--- src/rtl/tinyqv_mem_arbiter_if.sv ---
// Command/data port between the memory arbiter and the QSPI controller.
// The arbiter is the master; the controller is the slave.
interface tinyqv_mem_arbiter_if #(
    parameter int unsigned ADDR_BITS = 24
) ();
    logic                 q_cmd_valid;
    logic                 q_cmd_ready;
    logic                 q_cmd_write;
    logic [1:0]           q_cmd_len;
    logic [ADDR_BITS-1:0] q_cmd_addr;
    logic [31:0]          q_wdata;
    logic                 q_pause;
    logic                 q_stop;
    logic [31:0]          q_rdata;
    logic                 q_rvalid;
    logic                 q_done;

    modport master (
        output q_cmd_valid, q_cmd_write, q_cmd_len, q_cmd_addr, q_wdata, q_pause, q_stop,
        input  q_cmd_ready, q_rdata, q_rvalid, q_done
    );

    modport slave (
        input  q_cmd_valid, q_cmd_write, q_cmd_len, q_cmd_addr, q_wdata, q_pause, q_stop,
        output q_cmd_ready, q_rdata, q_rvalid, q_done
    );
endinterface

--- src/rtl/tinyqv_mem_arbiter.sv ---
// Shares the QSPI command port between the instruction-fetch stream and data accesses.
// Data accesses pre-empt a running stream; fetch resumes on the next restart request.
module tinyqv_mem_arbiter #(
    parameter int unsigned ADDR_BITS      = 24,
    parameter int unsigned HOLDOFF_CYCLES = 8
) (
    input  logic                 clk,
    input  logic                 rstn,
    input  logic [ADDR_BITS-1:1] instr_addr,
    input  logic                 instr_fetch_restart,
    input  logic                 instr_fetch_stall,
    output logic                 instr_fetch_started,
    output logic                 instr_fetch_stopped,
    output logic [15:0]          instr_data_in,
    output logic                 instr_ready,
    input  logic [ADDR_BITS-1:0] data_addr,
    input  logic [1:0]           data_read_n,
    input  logic [1:0]           data_write_n,
    input  logic [31:0]          data_out,
    input  logic                 data_continue,
    output logic [31:0]          data_in,
    output logic                 data_ready,
    tinyqv_mem_arbiter_if.master q
);
    localparam int unsigned CntW = (HOLDOFF_CYCLES > 1) ? $clog2(HOLDOFF_CYCLES) : 1;

    typedef enum logic [2:0] {
        StIdle, StScmd, StStream, StStop, StDcmd, StDwait, StHold
    } state_e;

    state_e               state_q;
    logic                 cmd_write_q;
    logic [1:0]           cmd_len_q;
    logic [ADDR_BITS-1:0] cmd_addr_q;
    logic [31:0]          wdata_q;
    logic [31:0]          data_in_q;
    logic [CntW-1:0]      hold_cnt_q;

    logic                 data_req;
    logic                 req_write;
    logic [1:0]           req_len;
    logic                 take_data;
    logic                 load_beat;
    logic [31:0]          load_data;

    // Both fields active is illegal; the write wins.
    assign data_req  = (data_read_n != 2'b11) || (data_write_n != 2'b11);
    assign req_write = (data_write_n != 2'b11);
    assign req_len   = req_write ? data_write_n : data_read_n;

    assign take_data = data_req && ((state_q == StIdle) || (state_q == StHold) ||
                                    ((state_q == StStop) && q.q_done));

    assign load_beat = (state_q == StDwait) && q.q_rvalid && !cmd_write_q;

    always_comb begin
        load_data = q.q_rdata;
        case (cmd_len_q)
            2'b00:   load_data = {24'b0, q.q_rdata[7:0]};
            2'b01:   load_data = {16'b0, q.q_rdata[15:0]};
            default: load_data = q.q_rdata;
        endcase
    end

    always_ff @(posedge clk or negedge rstn) begin
        if (!rstn) begin
            state_q     <= StIdle;
            cmd_write_q <= 1'b0;
            cmd_len_q   <= 2'b00;
            cmd_addr_q  <= '0;
            wdata_q     <= '0;
            data_in_q   <= '0;
            hold_cnt_q  <= '0;
        end else begin
            unique case (state_q)
                StIdle: begin
                    if (instr_fetch_restart) begin
                        state_q     <= StScmd;
                        cmd_write_q <= 1'b0;
                        cmd_len_q   <= 2'b11;
                        cmd_addr_q  <= {instr_addr, 1'b0};
                    end
                end
                StScmd: begin
                    if (q.q_cmd_ready) state_q <= StStream;
                end
                StStream: begin
                    if (data_req || !instr_fetch_restart) state_q <= StStop;
                end
                StStop: begin
                    if (q.q_done) state_q <= StIdle;
                end
                StDcmd: begin
                    if (q.q_cmd_ready) state_q <= StDwait;
                end
                StDwait: begin
                    if (load_beat) data_in_q <= load_data;
                    if (q.q_done) begin
                        if (data_continue) begin
                            state_q    <= StHold;
                            hold_cnt_q <= CntW'(HOLDOFF_CYCLES - 1);
                        end else begin
                            state_q <= StIdle;
                        end
                    end
                end
                StHold: begin
                    if (hold_cnt_q == '0) state_q <= StIdle;
                    else hold_cnt_q <= hold_cnt_q - 1'b1;
                end
                default: state_q <= StIdle;
            endcase

            // A taken data request overrides whatever the state above chose.
            if (take_data) begin
                state_q     <= StDcmd;
                cmd_write_q <= req_write;
                cmd_len_q   <= req_len;
                cmd_addr_q  <= data_addr;
                wdata_q     <= data_out;
                hold_cnt_q  <= '0;
            end
        end
    end

    assign q.q_cmd_valid = (state_q == StScmd) || (state_q == StDcmd);
    assign q.q_cmd_write = cmd_write_q;
    assign q.q_cmd_len   = cmd_len_q;
    assign q.q_cmd_addr  = cmd_addr_q;
    assign q.q_wdata     = wdata_q;
    assign q.q_pause     = (state_q == StStream) && instr_fetch_stall;
    assign q.q_stop      = (state_q == StStop);

    assign instr_fetch_started = (state_q == StScmd) && q.q_cmd_ready;
    assign instr_fetch_stopped = (state_q == StStop) && q.q_done;
    assign instr_ready         = ((state_q == StStream) || (state_q == StStop)) && q.q_rvalid;
    assign instr_data_in       = q.q_rdata[15:0];

    assign data_in    = load_beat ? load_data : data_in_q;
    assign data_ready = (state_q == StDwait) && q.q_done;
endmodule

--- src/flat_wrapper.sv ---
// flat-port wrapper written by rule: the top's interface ports become plain ports
module tinyqv_mem_arbiter_flat 
#(
    parameter int unsigned ADDR_BITS      = 24,
    parameter int unsigned HOLDOFF_CYCLES = 8
)
  (clk, rstn, instr_addr, instr_fetch_restart, instr_fetch_stall, instr_fetch_started, instr_fetch_stopped, instr_data_in, instr_ready, data_addr, data_read_n, data_write_n, data_out, data_continue, data_in, data_ready, q_q_cmd_valid, q_q_cmd_write, q_q_cmd_len, q_q_cmd_addr, q_q_wdata, q_q_pause, q_q_stop, q_q_cmd_ready, q_q_rdata, q_q_rvalid, q_q_done);
  tinyqv_mem_arbiter_if #(.ADDR_BITS(ADDR_BITS)) q_i ();
  input  logic clk;
  input  logic rstn;
  input  logic [ADDR_BITS-1:1] instr_addr;
  input  logic instr_fetch_restart;
  input  logic instr_fetch_stall;
  output logic instr_fetch_started;
  output logic instr_fetch_stopped;
  output logic [15:0] instr_data_in;
  output logic instr_ready;
  input  logic [ADDR_BITS-1:0] data_addr;
  input  logic [1:0] data_read_n;
  input  logic [1:0] data_write_n;
  input  logic [31:0] data_out;
  input  logic data_continue;
  output logic [31:0] data_in;
  output logic data_ready;
  output wire logic [$bits(q_i.q_cmd_valid)-1:0] q_q_cmd_valid;
  output wire logic [$bits(q_i.q_cmd_write)-1:0] q_q_cmd_write;
  output wire logic [$bits(q_i.q_cmd_len)-1:0] q_q_cmd_len;
  output wire logic [$bits(q_i.q_cmd_addr)-1:0] q_q_cmd_addr;
  output wire logic [$bits(q_i.q_wdata)-1:0] q_q_wdata;
  output wire logic [$bits(q_i.q_pause)-1:0] q_q_pause;
  output wire logic [$bits(q_i.q_stop)-1:0] q_q_stop;
  input wire logic [$bits(q_i.q_cmd_ready)-1:0] q_q_cmd_ready;
  input wire logic [$bits(q_i.q_rdata)-1:0] q_q_rdata;
  input wire logic [$bits(q_i.q_rvalid)-1:0] q_q_rvalid;
  input wire logic [$bits(q_i.q_done)-1:0] q_q_done;
  assign q_q_cmd_valid = q_i.q_cmd_valid;
  assign q_q_cmd_write = q_i.q_cmd_write;
  assign q_q_cmd_len = q_i.q_cmd_len;
  assign q_q_cmd_addr = q_i.q_cmd_addr;
  assign q_q_wdata = q_i.q_wdata;
  assign q_q_pause = q_i.q_pause;
  assign q_q_stop = q_i.q_stop;
  assign q_i.q_cmd_ready = q_q_cmd_ready;
  assign q_i.q_rdata = q_q_rdata;
  assign q_i.q_rvalid = q_q_rvalid;
  assign q_i.q_done = q_q_done;
  tinyqv_mem_arbiter #(.ADDR_BITS(ADDR_BITS), .HOLDOFF_CYCLES(HOLDOFF_CYCLES)) u_core (.clk(clk), .rstn(rstn), .instr_addr(instr_addr), .instr_fetch_restart(instr_fetch_restart), .instr_fetch_stall(instr_fetch_stall), .instr_fetch_started(instr_fetch_started), .instr_fetch_stopped(instr_fetch_stopped), .instr_data_in(instr_data_in), .instr_ready(instr_ready), .data_addr(data_addr), .data_read_n(data_read_n), .data_write_n(data_write_n), .data_out(data_out), .data_continue(data_continue), .data_in(data_in), .data_ready(data_ready), .q(q_i));
endmodule
--- config.mk ---
export PLATFORM = sky130hd
export DESIGN_NAME = tinyqv_mem_arbiter_flat
export DESIGN_NICKNAME = d
export VERILOG_FILES = /design/src/rtl/tinyqv_mem_arbiter_if.sv /design/src/rtl/tinyqv_mem_arbiter.sv /design/src/flat_wrapper.sv
export SDC_FILE = /design/constraint.sdc
export NUM_CORES = 1
export LEC_CHECK = 0
export BUFFER_PORTS_ARGS = -buffer_cell sky130_fd_sc_hd__buf_4
export CAP_MARGIN = 20
export CORE_AREA = 2 2 101 103
export DETAILED_ROUTE_END_ITERATION = 7
export DIE_AREA = 0 0 103 105
export PLACE_DENSITY = 0.89
export SLEW_MARGIN = 15
export SYNTH_ARGS = -nofsm -noshare
export SYNTH_HDL_FRONTEND = slang
export SYNTH_SLANG_ARGS = --single-unit
--- constraint.sdc ---
create_clock -name clk -period 3.4 [get_ports clk]
set_input_delay 0 -clock clk [delete_from_list [all_inputs] [get_ports clk]]
set_output_delay 0 -clock clk [all_outputs]
set_load 0.03 [all_outputs]
== Yosys cells after proc, flatten, opt, wreduce, memory -nomap -nowiden ==
Index checks and enable logic that the tools add are counted.
Operators by class
  $add $sub $neg: 1
  multiply operators: 0
  div/mod/pow operators: 0
  $lt $le $gt $ge: 0
  equality and inequality tests: 18
  shift operators: 0
  mux-type cells: 27
  bitwise logic cells: 0
  reduce and logical (&&, ||, !) cells: 25
Operators by type and width (count)
  24-bit two-way mux: 3
  32-bit one-hot mux with 2 select lines: 1
  3-bit two-way mux: 13
  32-bit two-way mux: 1
  3-bit by 2-bit inequality test with 1-bit output (second input constant): 7
  3-bit one-hot mux with 7 select lines: 1
  3-bit equality test (second input constant): 3
  1-bit logical AND: 8
  2-bit two-way mux: 4
  7-bit AND reduction: 1
  3-bit by 2-bit equality test with 1-bit output (second input constant): 2
  3-bit zero test: 2
  1-bit logical OR: 6
  3-bit by 1-bit inequality test with 1-bit output (second input constant): 2
  3-bit one-hot mux with 2 select lines: 1
  2-bit inequality test (second input constant): 2
  4-bit AND reduction: 1
  2-bit nonzero test: 2
  3-bit by 1-bit equality test with 1-bit output (second input constant): 1
  1-bit two-way mux: 3
  3-bit nonzero test: 1
  3-bit by 1-bit subtractor with 3-bit output (second input constant): 1
  2-bit by 1-bit equality test with 1-bit output (second input constant): 1
  1-bit zero test: 2
  other kinds (2): 2
Storage, ports and cells
  bits in registers: 97
  bits in latches: 0
  RAM bits: 0
  ROM bits: 0
  bits of input ports: 123
  output and inout port bits: 114
  logic and storage cells: 78
  memories kept: 0

== Logic depth before layout (Yosys ltp) ==
Gate-level depths: netlist of the first run.
  word-level depth: 6
  mapped depth: 7
  depth with buffers taken out: 6

== Worst setup path before layout of the first run ==
OpenSTA, ideal clock, no wires.
  path type: reg-to-output
  from: register u_core.cmd_len_q[1], in the netlist u_core.q.q_cmd_len[1]
  to: output port data_in[10]
  arrival time: 1896 ps
  required time: 3400 ps
  slack: 1504 ps
  cell stages (with the launch flop): 6
  cells stage by stage: dfrtp_1 > clkbuf_1 > or2_2 > buf_1 > nand2_1 > o21ai_0
On the way
  cells in the longest elaborated chain, start to end: 3
RTL lines
  from (decl): RTL line tinyqv_mem_arbiter.sv:33  | logic [1:0] cmd_len_q;
  from (signal assigned): RTL line tinyqv_mem_arbiter.sv:118  | cmd_len_q <= req_len;
  2-bit by 1-bit equality test with 1-bit output / 2-bit zero test (equally long branches): RTL line tinyqv_mem_arbiter.sv:58  | case (cmd_len_q)
  32-bit one-hot mux with 2 select lines *: RTL line tinyqv_mem_arbiter.sv:58
  32-bit two-way mux *: RTL line tinyqv_mem_arbiter.sv:139  | assign data_in = load_beat ? load_data : data_in_q;
  to (decl): RTL line flat_wrapper.sv:23  | output logic [31:0] data_in;
Mark *: on every way between the ends. The rest lies on a longest branch, timed or not.

== Worst setup path in the final report of the first run ==
  from: register u_core.state_q[2]
  to: register u_core.cmd_addr_q[8], in the netlist u_core.q.q_cmd_addr[8]
On the way
  cells in the longest elaborated chain, start to end: 6
RTL lines
  from (decl): RTL line tinyqv_mem_arbiter.sv:31  | state_e state_q;
  from (signal assigned): RTL line tinyqv_mem_arbiter.sv:67  | state_q <= StIdle;
  from (signal assigned): RTL line tinyqv_mem_arbiter.sv:78  | state_q <= StScmd;
  from (signal assigned): RTL line tinyqv_mem_arbiter.sv:85  | if (q.q_cmd_ready) state_q <= StStream;
  3-bit equality test, or another cell as far along: RTL line tinyqv_mem_arbiter.sv:51  | assign take_data = data_req && ((state_q == StIdle) || (state_q == StHold) ||
  1-bit logical OR / 1-bit logical AND (equally long branches): RTL line tinyqv_mem_arbiter.sv:51, tinyqv_mem_arbiter.sv:52
  1-bit logical OR: RTL line tinyqv_mem_arbiter.sv:51
  1-bit logical AND: RTL line tinyqv_mem_arbiter.sv:51
  2-bit nonzero test (no line)
  2-bit AND reduction (no line)
  to (signal assigned): RTL line tinyqv_mem_arbiter.sv:81  | cmd_addr_q <= {instr_addr, 1'b0};
  to (signal assigned): RTL line tinyqv_mem_arbiter.sv:119  | cmd_addr_q <= data_addr;
  to (decl): RTL line tinyqv_mem_arbiter.sv:34  | logic [ADDR_BITS-1:0] cmd_addr_q;
Parallel ways exist; a longest one is shown, timed or not.
A chain may end at the register's enable or synchronous reset.

==> run metrics, run 1 <==
RSZ-0062 raised after global routing=no; slew margin rel.=0.377; die width=103 µm; setup TNS=0 ns; clk_skew=about 0.015 ns; Site Rows=36; drt total wl=about 17000 µm; CTS root buffer=clkbuf_8; Routed wire per std cell=19.0 µm; leak pwr=3.74 nW; final-report hold violation count=0; CP Buf/Inv Count=1; clock sink total=97; Syn Std Cell Area=0.00475 mm²; mean post-synth cell area=11.1 µm²; Startpoint Class=flop; Post-synth top flop=dfrtp_1; CP Cell Sequence=nand3b_2 > a31oi_4 > nand2_4 > a21oi_1 > dlygate4sd3_1; die height=105 µm; initial core utilization=0.493; clock slew at reported path FFs=0.10 ns; # diodes=0; port bufs=236; critical path type=reg -> reg; VDD IR max=around 630 µV; MaxCap Viol Count=0; GRT Total Usage=0.315; Detailed Routing Iterations Pass 1=5; Worst Hold Class=in -> reg; Die ar.=~0.011 mm²; initial DRC count=173; Synth Net Count=552; Final Slew Violations=0; CP max stage delay=0.60 ns; Pwr Density=957 mW/mm²; Req. time, crit path=3.68 ns; via count=roughly 4.7k; Post-DP HPWL=9190 µm; DRC viols=0; critical path endpoint category=flop; Max clock buf depth=2; final setup fails=0; placed inst area=about 0.0064 mm²; largest net degree at the start of global routing=89; post-cts sizing count=0; register bit total from synthesis=97; core footprint=0.00964 mm²; post-route ant nets=0; # IOs=237; Critical Path AT=3.15 ns; first-pass GRT wire length=~26000 µm; layout cells sized above 1=0.414; final cycle utilization of the critical path=0.844; Via-to-Cell Ratio=5.33; Max H-tree Level=3; Syn Inst Count=roughly 430; Synth Warn #=0; Post-synth EDFFs=0; Setup Buffers After CTS=0; Synth async-reset ratio=1.00; clk_lat worst skew=0.35 ns; worst slew pin tran=0.935 ns; status=finished, final reports clean; area added between synthesis and finish=62.9%; CTS buffer count=9; total grt overflow=0; cts hold-fix bufs=around 110; initial antenna violation count=0; sequential share of the synthesized area=0.511; crit-path max FO=62; cell family with most CP delay=simple AND/OR/NAND/NOR gates; routability cong.=0.817; minimum clock period=2.87 ns; fmax=between 0.3 and 0.4 GHz; final net count=870; CTS tree=yes; post-route cell area=0.00774 mm²; synth unique cells=44; Slowest-stage cell, CP=dfrtp_1; vias in the first global route=slightly above 5k
[kinds of logic (layout without fill, tap and decap cells)]
kind of cell,count (synthesis),count (layout),share of synthesized area
AND/OR/NAND/NOR,102,102,0.103
flip-flops,97,97,0.511
AO/OA/AOI/OAI,96,96,0.117
multiplexers,76,76,0.195
buffers and inverters,54,376,0.0687
adder cells (fa/ha/maj),2,2,0.00527
[Yosys cell counts (all sizes together), types with 2 or more instances]
cell type,instances,area (µm²)
mux2,49,657
nor3,24,120
inv,9,33.8
a31o,3,26.3
mux2i,27,270
o21ai,53,265
and3,5,31.3
ha,2,25.0
a21oi,28,140
nand2b,3,18.8
nor2,5,18.8
nand4,3,18.8
dfrtp,97,2430
nand3b,2,18.8
a31oi,2,27.5
buf,33,248
nand2,52,203
a32o,2,20.0
clkbuf,12,45.0
[metal layers]
metal,vias up,GRT usage,share of wire
li1,2117,-,-
met1,2264,0.329,0.34
met2,252,0.582,0.54
met3,68,0.0602,0.063
met4,0,0.157,0.048
met5,-,0.0205,0
[cells in the final DEF, fill, tap and decap left out, types with 2 or more instances in the layout]
cell	count
a32o_1	2
ha_1	2
nand2b_1	3
mux2_4	28
clkbuf_8	9
clkinvlp_4	2
nand4_1	3
inv_1	9
o21ai_0	53
dfrtp_1	97
nor3_1	24
nor2_1	5
a21oi_1	28
buf_4	239
nand2_1	51
mux2_2	20
mux2i_1	27
and3_1	5
a31o_2	2
dlygate4sd3_1	113
[worst paths after layout]
kind	slack, ns	depth (start not counted)	to	from
min	0.02	3	u_core.q.q_cmd_len[0]$_DFFE_PN0P_	data_read_n[0]
max	0.53	5	u_core.q.q_cmd_addr[8]$_DFFE_PN0P_	u_core.state_q[2]$_DFFE_PN0P_
max reg2reg	0.53	5	u_core.q.q_cmd_addr[8]$_DFFE_PN0P_	u_core.state_q[2]$_DFFE_PN0P_
max in group asynchronous	2.21	3	u_core.q.q_wdata[11]$_DFFE_PN0N_	rstn
min reg2reg	0.48	2	u_core.data_in_q[13]$_DFFE_PN0P_	u_core.data_in_q[13]$_DFFE_PN0P_
min in group asynchronous	0.33	2	u_core.data_in_q[12]$_DFFE_PN0P_	rstn
[per-stage QoR]
stage                     hold WS [ns]  std cells  total power, mW   util  setup slack (ns)
final                           0.0173        882             7.41  0.803             0.529
after global routing            0.0278        882             7.78  0.803             0.381
after CTS                     0.000582        882             7.22  0.803             0.675
after detailed placement         0.194        754             6.12  0.666             0.996
after global placement           0.170        754             5.95  0.666              1.10
after floorplan                 -0.296        427             4.82      -              1.50
[report_power, final]
group / total [mW] / internal, mW / switching [mW]
Sequential: 2.13 / 1.70 / 0.431
Clock: 0.746 / 0.339 / 0.407
Combinational: 4.54 / 2.02 / 2.52
[state kept, by name (all words and copies together), names as in the netlist]
signal                flops
u_core.q.q_cmd_addr      24
u_core.state_q            3
u_core.hold_cnt_q         3
u_core.q.q_wdata         32
u_core.data_in_q         32
u_core.q.q_cmd_write      1
u_core.q.q_cmd_len        2
[worst reg2reg max path: cells and delay by family (launching register included)]
family | cells | cell delay [ns]
and+or+nand+nor | 2 | 0.88
AOI/OAI and AO/OA | 2 | 0.74
DFF | 1 | 0.60
buffers and inverters | 1 | 0.60
[area by class of cell]
class,instances,area (µm²)
Fill cell,538,1900
Inverter,9,33.8
Sequential cell,97,2430
Clock buffer,9,124
Tap cell,133,166
Timing Repair Buffer,352,2930
Multi-Input combinational cell,276,2000
Clock inverter,6,67.6
No activity file was read; power rests on OpenSTA's default activity.
==> run 2, diff against run 1 <==
- CORE_AREA: 2 2 101 103 -> 2 2 110 112
- DIE_AREA: 0 0 103 105 -> 0 0 112 114
- PLACE_DENSITY: 0.89 -> 0.8
- clock period: 3.4 -> 2.6 ns (I/O delays scaled with it)
==> run metrics, run 2 (same netlist as run 1, synthesis figures left out) <==
initial DRC count=280 (+62%); post-route ant nets=0 (unchanged); minimum clock period=2.46 ns (-0.409 ns); CTS buffer count=9 (unchanged); setup TNS=0 ns (unchanged); critical path type=reg -> reg; clk_skew=0.00938 ns (-0.00605 ns); Post-DP HPWL=9180 µm (about the same); total grt overflow=0 (unchanged); via count=4553 (-3.1%); RSZ-0062 raised after global routing=no; initial antenna violation count=0 (unchanged); CP max stage delay=0.60 ns (about the same); Placed Instances=770 (+2.1%); port bufs=236 (unchanged); Worst Hold Class=in -> reg; placed inst area=0.00648 mm² (+0.90%); worst setup margin=0.138 ns (-0.391 ns); WHS=0.0124 ns (-0.00490 ns); Max H-tree Level=3 (unchanged); Post-Layout Cell Count=894 (+1.4%); final-report hold violation count=0 (unchanged); worst slew pin tran=0.836 ns (-0.0995 ns); routability cong.=0.892 (+9.2%); initial core utilization=0.406 (-0.0872); layout cells sized above 1=0.422 (+0.00780); slew margin rel.=0.442 (+0.0657); drt total wl=15600 µm (-7.0%); CTS root buffer=clkbuf_16; clk_lat worst skew=0.34 ns (about the same); Via-to-Cell Ratio=5.09 (-4.4%); final net count=867 (-0.34%); commonest cells after routing, fill and taps aside=238 x buf_4, 108 x dlygate4sd3_1, 95 x dfrtp_1; Filler Cell Count=802 (+49%); Slowest-stage cell, CP=dlygate4sd3_1; critical path endpoint category=flop; VDD IR max=753 µV (+20%); Routed wire per std cell=17.4 µm (-8.2%); largest net degree at the start of global routing=89 (unchanged); crit-path max FO=37 (-40%); GRT Total Usage=0.239 (-0.0763); hold path cells=3 (unchanged); # diodes=0 (unchanged); vias in the first global route=4663 (-9.9%); status=finished, final reports clean; die height=114 µm (+8.6%); leak pwr=3.81 nW (+2.0%); MaxCap Viol Count=0 (unchanged); post-route cell area=0.00790 mm² (+2.0%); clock sink total=97 (unchanged); final setup fails=0 (unchanged); Site Rows=40 (+11%); area added between synthesis and finish=66.2%; Final Slew Violations=0 (unchanged); fmax=0.406 GHz (+17%); Power, Total=9.90 mW (+34%); DP Worst Slack=0.386 ns (-0.610 ns); Critical Path AT=2.74 ns (-0.41 ns); die width=112 µm (+8.7%); clock slew at reported path FFs=0.07 ns (-0.03 ns); first-pass GRT wire length=24200 µm (-7.7%); commonest non-fill, non-tap cell in the layout=buf_4; Startpoint Class=flop; Final Util=0.674 (-0.129); # IOs=237 (unchanged); Req. time, crit path=2.87 ns (-0.81 ns); Max clock buf depth=2 (unchanged); Die ar.=0.0128 mm² (+18%); final cycle utilization of the critical path=0.947 (+0.102); DRC viols=0 (unchanged); Pwr Density=1250 mW/mm² (+31%); Detailed Routing Iterations Pass 1=4 (-1); CTS tree=yes; R2R cell count=6 (+1); core footprint=0.0117 mm² (+21%); CP Cell Sequence=nand2b_1 > a31oi_4 > nand2_8 > buf_12 > a21oi_1 > dlygate4sd3_1
## run 2: where the power goes
part	internal, mW	leakage, nW	switching, mW
Combinational	2.51	2.49	3.20
Sequential	2.23	1.16	0.544
Clock	0.834	0.160	0.589
Total	5.57	3.81	4.33
## run 2: final timing paths
path,startpoint,to,slack [ns]
worst max-delay path,u_core.state_q[0]$_DFFE_PN0P_,u_core.q.q_cmd_addr[5]$_DFFE_PN0P_,0.14
worst min-delay path,data_addr[0],u_core.q.q_cmd_addr[0]$_DFFE_PN0P_,0.01
worst max register to register,u_core.state_q[0]$_DFFE_PN0P_,u_core.q.q_cmd_addr[5]$_DFFE_PN0P_,0.14
worst min register to register,u_core.data_in_q[30]$_DFFE_PN0P_,u_core.data_in_q[30]$_DFFE_PN0P_,0.47
max in group asynchronous,rstn,u_core.data_in_q[8]$_DFFE_PN0P_,1.67
min in group asynchronous,rstn,u_core.data_in_q[11]$_DFFE_PN0P_,0.22
## run 2: metal layers
metal	vias up	routed length [µm]	global-route usage
met5	-	0	0
met4	0	450	0.105
met3	34	960	0.0553
met2	183	8380	0.442
met1	2220	5780	0.263
li1	2116	-	-
## run 2: worst max-delay path, delay by kind of cell (launching register included)
family | cells | cell delay (ns)
buffers and inverters | 2 | 0.85
AOI/OAI and AO/OA | 2 | 0.54
DFF | 1 | 0.52
and+or+nand+nor | 2 | 0.47
## run 2: layout make-up
class	count	area [µm²]	area share
Tap cell	147	184	0.0233
Timing Repair Buffer	349	2920	0.370
Sequential cell	97	2430	0.308
Clock buffer	12	267	0.0338
Multi-Input combinational cell	276	2010	0.254
Inverter	9	33.8	0.00428
Clock inverter	4	56.3	0.00713
## run 2: repair_timing
action                                  in CTS  in global routing
hold endpoints to repair                   131                  0
endpoints found under the setup margin       0                 39
resized for setup                            0                  4
hold buffers                               108                  0
buffers inserted                             0                  0
